### config.mk
export PLATFORM = sky130hd
export DESIGN_NAME = sev_seg_scan_ctrl
export DESIGN_NICKNAME = d
export VERILOG_FILES = /design/src/rtl/sev_seg_scan_ctrl.sv
export SDC_FILE = /design/constraint.sdc
export NUM_CORES = 1
export LEC_CHECK = 0
export BUFFER_PORTS_ARGS = -buffer_cell sky130_fd_sc_hd__buf_2
export CAP_MARGIN = 10
export CORE_MARGIN = 2
export CORE_UTILIZATION = 45
export DETAILED_ROUTE_END_ITERATION = 12
export GPL_ROUTABILITY_DRIVEN = 0
export PLACE_DENSITY = 0.79
export SLEW_MARGIN = 20
export SYNTH_ARGS = -nofsm -noshare
export SYNTH_HDL_FRONTEND = slang
export SYNTH_SLANG_ARGS = --single-unit
### constraint.sdc
create_clock -name clk -period 3.7 [get_ports clk]
set_clock_uncertainty 0.1 [all_clocks]
set_input_delay 0.925 -clock clk [delete_from_list [all_inputs] [get_ports clk]]
set_output_delay 0.925 -clock clk [all_outputs]
set_load 0.005 [all_outputs]
### src/rtl/sev_seg_scan_ctrl.sv
// sev_seg_scan_ctrl
// Multiplexed four-digit seven-segment scan controller. Each digit is lit for
// DIV cycles, then all digits are dark for BLANK_CYC cycles, cycling digits
// 0..3. Segment patterns come from a hex decoder applied to a shadow register
// that is only updated in IDLE or on the digit 3 -> 0 wrap, so a frame never
// shows mixed data.
//
// Parameters:
//   DIV        cycles each digit is lit        (2..65535)
//   BLANK_CYC  dark cycles between digits      (1..255)
// Ports:
//   clk        clock, rising edge
//   rst_n      asynchronous active-low reset
//   en         1 = scan, 0 = display dark (IDLE)
//   data       four hex digits, digit k = data[4k+3:4k]
//   dp_in      decimal point per digit
//   load_req   level request to capture data/dp_in
//   load_ack   one-cycle capture pulse
//   a..g, dot  segment / decimal-point drives, active-high
//   an         digit enables, active-low
//   frame_done one-cycle pulse when digit 3 finishes its blank phase
// Optional feature:
//   SEV_SEG_LZB_EN  leading-zero blanking of digits above the highest
//                   nonzero digit (digit 0 always decoded).
module sev_seg_scan_ctrl #(
  parameter int unsigned DIV       = 1000,
  parameter int unsigned BLANK_CYC = 4
) (
  input  logic        clk,
  input  logic        rst_n,
  input  logic        en,
  input  logic [15:0] data,
  input  logic [3:0]  dp_in,
  input  logic        load_req,
  output logic        load_ack,
  output logic        a,
  output logic        b,
  output logic        c,
  output logic        d,
  output logic        e,
  output logic        f,
  output logic        g,
  output logic        dot,
  output logic [3:0]  an,
  output logic        frame_done
);

  typedef enum logic [1:0] {IDLE, SHOW, BLANK} state_t;

  localparam logic [15:0] DIV_LAST   = 16'(DIV - 1);
  localparam logic [15:0] BLANK_LAST = 16'(BLANK_CYC - 1);

  state_t      state, state_nxt;
  logic [1:0]  idx, idx_nxt;
  logic [15:0] cnt, cnt_nxt;
  logic [15:0] shd_data, shd_data_nxt;
  logic [3:0]  shd_dp, shd_dp_nxt;
  logic        armed, armed_nxt;
  logic        capture, wrap, fd_nxt;
  logic [3:0]  an_nxt;
  logic [6:0]  seg_nxt, seg_q;
  logic        dot_nxt;
  logic [3:0]  cur_digit;

  function automatic logic [6:0] hex_decode(input logic [3:0] v);
    logic [6:0] s;
    case (v)
      4'h0: s = 7'b1111110;
      4'h1: s = 7'b0110000;
      4'h2: s = 7'b1101101;
      4'h3: s = 7'b1111001;
      4'h4: s = 7'b0110011;
      4'h5: s = 7'b1011011;
      4'h6: s = 7'b1011111;
      4'h7: s = 7'b1110000;
      4'h8: s = 7'b1111111;
      4'h9: s = 7'b1111011;
      4'hA: s = 7'b1110111;
      4'hB: s = 7'b0011111;
      4'hC: s = 7'b1001110;
      4'hD: s = 7'b0111101;
      4'hE: s = 7'b1001111;
      default: s = 7'b1000111;
    endcase
    return s;
  endfunction

  // Sequencing: en low overrides everything and parks in IDLE.
  always_comb begin
    state_nxt = state;
    idx_nxt   = idx;
    cnt_nxt   = cnt;
    wrap      = 1'b0;
    fd_nxt    = 1'b0;
    if (!en) begin
      state_nxt = IDLE;
      idx_nxt   = 2'd0;
      cnt_nxt   = '0;
    end else begin
      case (state)
        IDLE: begin
          state_nxt = SHOW;
          idx_nxt   = 2'd0;
          cnt_nxt   = '0;
        end
        SHOW: begin
          if (cnt == DIV_LAST) begin
            state_nxt = BLANK;
            cnt_nxt   = '0;
          end else begin
            cnt_nxt = cnt + 16'd1;
          end
        end
        BLANK: begin
          if (cnt == BLANK_LAST) begin
            state_nxt = SHOW;
            cnt_nxt   = '0;
            idx_nxt   = idx + 2'd1;
            if (idx == 2'd3) begin
              wrap   = 1'b1;
              fd_nxt = 1'b1;
            end
          end else begin
            cnt_nxt = cnt + 16'd1;
          end
        end
        default: begin
          state_nxt = IDLE;
          idx_nxt   = 2'd0;
          cnt_nxt   = '0;
        end
      endcase
    end
  end

  // Capture handshake: a held request is acknowledged once, then load_req
  // must be observed low before the next one re-arms.
  always_comb begin
    capture      = load_req && armed && ((state == IDLE) || wrap);
    shd_data_nxt = capture ? data  : shd_data;
    shd_dp_nxt   = capture ? dp_in : shd_dp;
    if (capture)        armed_nxt = 1'b0;
    else if (!load_req) armed_nxt = 1'b1;
    else                armed_nxt = armed;
  end

  // Outputs are decoded from next-cycle state and shadow so that the
  // registered drives line up with the state they describe, including the
  // first digit of a frame whose data was captured on the same edge.
  always_comb begin
    an_nxt    = '1;
    seg_nxt   = '0;
    dot_nxt   = 1'b0;
    cur_digit = shd_data_nxt[{idx_nxt, 2'b00} +: 4];
    if (state_nxt == SHOW) begin
      an_nxt[idx_nxt] = 1'b0;
      dot_nxt         = shd_dp_nxt[idx_nxt];
`ifdef SEV_SEG_LZB_EN
      if ((idx_nxt != 2'd0) && ((shd_data_nxt >> {idx_nxt, 2'b00}) == 16'd0))
        seg_nxt = '0;
      else
        seg_nxt = hex_decode(cur_digit);
`else
      seg_nxt = hex_decode(cur_digit);
`endif
    end
  end

  always_ff @(posedge clk or negedge rst_n) begin
    if (!rst_n) begin
      state      <= IDLE;
      idx        <= 2'd0;
      cnt        <= '0;
      shd_data   <= '0;
      shd_dp     <= '0;
      armed      <= 1'b1;
      an         <= '1;
      seg_q      <= '0;
      dot        <= 1'b0;
      load_ack   <= 1'b0;
      frame_done <= 1'b0;
    end else begin
      state      <= state_nxt;
      idx        <= idx_nxt;
      cnt        <= cnt_nxt;
      shd_data   <= shd_data_nxt;
      shd_dp     <= shd_dp_nxt;
      armed      <= armed_nxt;
      an         <= an_nxt;
      seg_q      <= seg_nxt;
      dot        <= dot_nxt;
      load_ack   <= capture;
      frame_done <= fd_nxt;
    end
  end

  assign {a, b, c, d, e, f, g} = seg_q;

endmodule

==> metrics.yaml <==
status: "finished clean"
r2r_slack_ps: 250
row_count: 29
cp-start-kind: "register"
ios: 38
fmaxAchievable_mhz: 290
grt_usage_pct: 18.0
clk_pin_slew_ps: 100
endpoint_kind: "register"
die_y_um: 84.7
swShare_pct: 28.0
n_antenna_cell: 0
p_int_uw: 1110
antenna_found_initial: 0
fin_tns_setup_ps: 0
async_flop_share_pct: 100
cts.path.max_buffers: 2
antenna_left: 0
relSlewSlack_pct: 53.0
pwr-share-clk_pct: 27.0
leakage_uw: 0.00162
cts_root_buffer: "clkbuf_8"
yosysUniqueCellTypes: 57
rr_endpoint: "seg_q[0]"
synthTopCellsByArea: "dfrtp_1 (43%), mux2_2 (7.3%), ha_1 (5.1%)"
fin_crit_sh_pct: 93.2
core_area_um2: 6310
io_buffers: 37
worstPathArrival_ps: 3570
hold_path_class: "register to register"
cap_violations: 0
synth_area_um2: 2930
postSynthRegisterBits: 55
power_density_nw_per_um2: 443
drt-pass1-iter-count: 4
fin_area_um2: 3490
ys_warn_count: 0
place_inst: 390
post-route-min-period_ps: 3450
cts-hold-fix-buffers: 0
cp_common_cell: "mux2_4"
critPathKind: "register to register"
viasPerCell: 5.51
grt_pass1_wl_um: 10400
num_vias: 2215
place_hpwl_um: 4600
use_met1_pct: 24.1
rsz0062_at_grt: "false"
cp.required_ps: 3820
first_global_vias: 2173
tightest_slew_ps: 702
reg2reg_from: "cnt[14]"
hold_viol: 0
drtIter0Drc: 124
crit_path_cell_trace: "nor4_4 -> nand3_1 -> o21ai_2 -> buf_4 -> mux2_4 -> mux2_4 -> a222oi_1 -> inv_1 -> ha_2 -> mux2_4 -> a221oi_2"
finalWirelength_um: 6110
busiest_layer: "met2"
avgSynthCellArea_um2: 10.9
critical-path-slowest-cell: "dfrtp_1"
drv_slew: 0
drc: 0
tritoncts: "built"
ctsHtreeMaxLevel: 2
start_util_pct: 46.4
insertion_delay_ps: 310
wl_per_cell_um: 15.2
place_area_um2: 3320
dieArea_um2: 7170
synth-edff-count: 0
ys.flop_type: "dfrtp_1"
use_met3_pct: 4.33
grt_use_met2_pct: 29.8
synth_top_area_share_pct: 42.7
yosysSeqAreaShare_pct: 47.2
total_power_uw: 1540
ir_worst_vdd_v: 0.000253
max_stage_delay_ps: 440
clock_sinks: 55
grt_max_degree: 33
p_switching_uw: 432
comb_power_share_pct: 26.8
syn_inst: 269
fin_cells: 402
fin_nets: 360
grt-ovfl-total: 0
r2r.worst_path.cells: 11
fillerInstances: 549
drive_gt1_share_pct: 33.5
hp-start: "cnt[0]"
finalSetupViolCount: 0
hold_depth: 1
synth_area_leader_cell: "dfrtp_1"
areaGrowthSynthToFinish_pct: 19.1
pwr-share-seq_pct: 46.2
hold_end: "cnt[0]"
cts-buffers-inserted: 5
synth_nets: 305
die_w_um: 84.7
critPathMaxFanout: 4
[routing by layer]
metal	routed length (um)	vias up	share of wire (%)
li1	-	1083	-
met1	2840	1076	46
met2	2930	49	48
met3	266	7	4.4
met4	74	0	1.2
met5	0	-	0
[cells in the mapped netlist (5+ instances only)]
cell type,number
nand3_1,13
nand4_1,6
nand2_1,16
and3_1,10
mux2i_1,10
inv_1,9
xor2_1,9
o21ai_0,7
a21oi_1,5
dfstp_2,5
nor2_1,23
ha_1,12
mux2_2,19
clkbuf_1,5
dfrtp_1,50
[cells in the final DEF, fill, tap and decap left out, types with 6 or more instances in the layout]
cell      Yosys  routed
mux2_2       19      16
buf_2         3      37
dfrtp_1      50      49
xor2_1        9       9
buf_4         1      21
nand3_1      13      13
nand2_1      16      16
nand4_1       6       6
ha_1         12       9
o21ai_0       7       7
inv_1         9       9
mux2i_1      10       9
nor2_1       23      23
clkbuf_8      0       6
and3_1       10      10
[critical path, delay by kind of cell (launching register included)]
kind / cells / cell delay (ps)
compound gates: 3 / 800
fa+ha+maj: 1 / 220
buf+inv: 2 / 330
flops: 1 / 440
mux: 3 / 850
simple gates: 2 / 620
[stage by stage]
stage | utilization, % | setup WS, ps | hold slack [ps]
after CTS | 54.5 | 206 | 391
after global routing | 55.3 | 18.6 | 413
after detailed placement | 52.6 | -49.8 | 378
final | 55.3 | 252 | 390
after floorplan | - | -64.7 | 346
after global placement | 52.6 | 47.3 | 363
[area by class of cell]
cell class / instances / area (um^2) / area share [%]
clock buffer: 6 / 82.6 / 2.37
clock inverter: 2 / 38.8 / 1.11
inverter: 9 / 33.8 / 0.968
multi-input combinational: 195 / 1510 / 43.3
sequential: 55 / 1380 / 39.7
tap: 77 / 96.3 / 2.76
timing repair buffer: 58 / 343 / 9.82
[power groups by stage]
stage,clock (uW),sequential (uW),combinational [uW]
CTS,429,714,398
detailed placement,0,726,396
finish,418,713,414
global route,448,722,457
global placement,0,722,377
floorplan,0,723,262
[worst max path at each step]
| stage | start | endpoint | slack, ps | depth (start not counted) |
|---|---|---|---|---|
| after floorplan | en | seg_q[6] | -60 | 10 |
| after global placement | en | seg_q[6] | 50 | 12 |
| after detailed placement | en | seg_q[0] | -50 | 12 |
| after CTS | cnt[0] | seg_q[0] | 210 | 13 |
| after global routing | state[0] | seg_q[0] | 20 | 11 |
| final | cnt[14] | seg_q[0] | 250 | 11 |
[repair_timing]
item	in CTS	in global routing
buffers inserted	0	4
endpoints found under the setup margin	0	3
gates resized for setup	0	4
[state kept, by name, summed over array words and instances (netlist names), 2 cells and up]
name      cells
cnt          16
shd_data     16
seg_q         7
an            4
shd_dp        4
idx           2
state         2
[kinds of logic (layout without fill, tap and decap cells)]
logic type	Yosys count	count (layout)	synth area share (%)
AOI/OAI and AO/OA	41	41	10.5
xor gates and xnor gates	13	13	3.89
adders and majority gates	12	12	5.13
buffers and inverters	19	75	2.95
DFF	55	55	47.2
muxes	31	31	11.6
and+or+nand+nor	98	98	18.8
No activity file was read; power rests on OpenSTA's default activity.
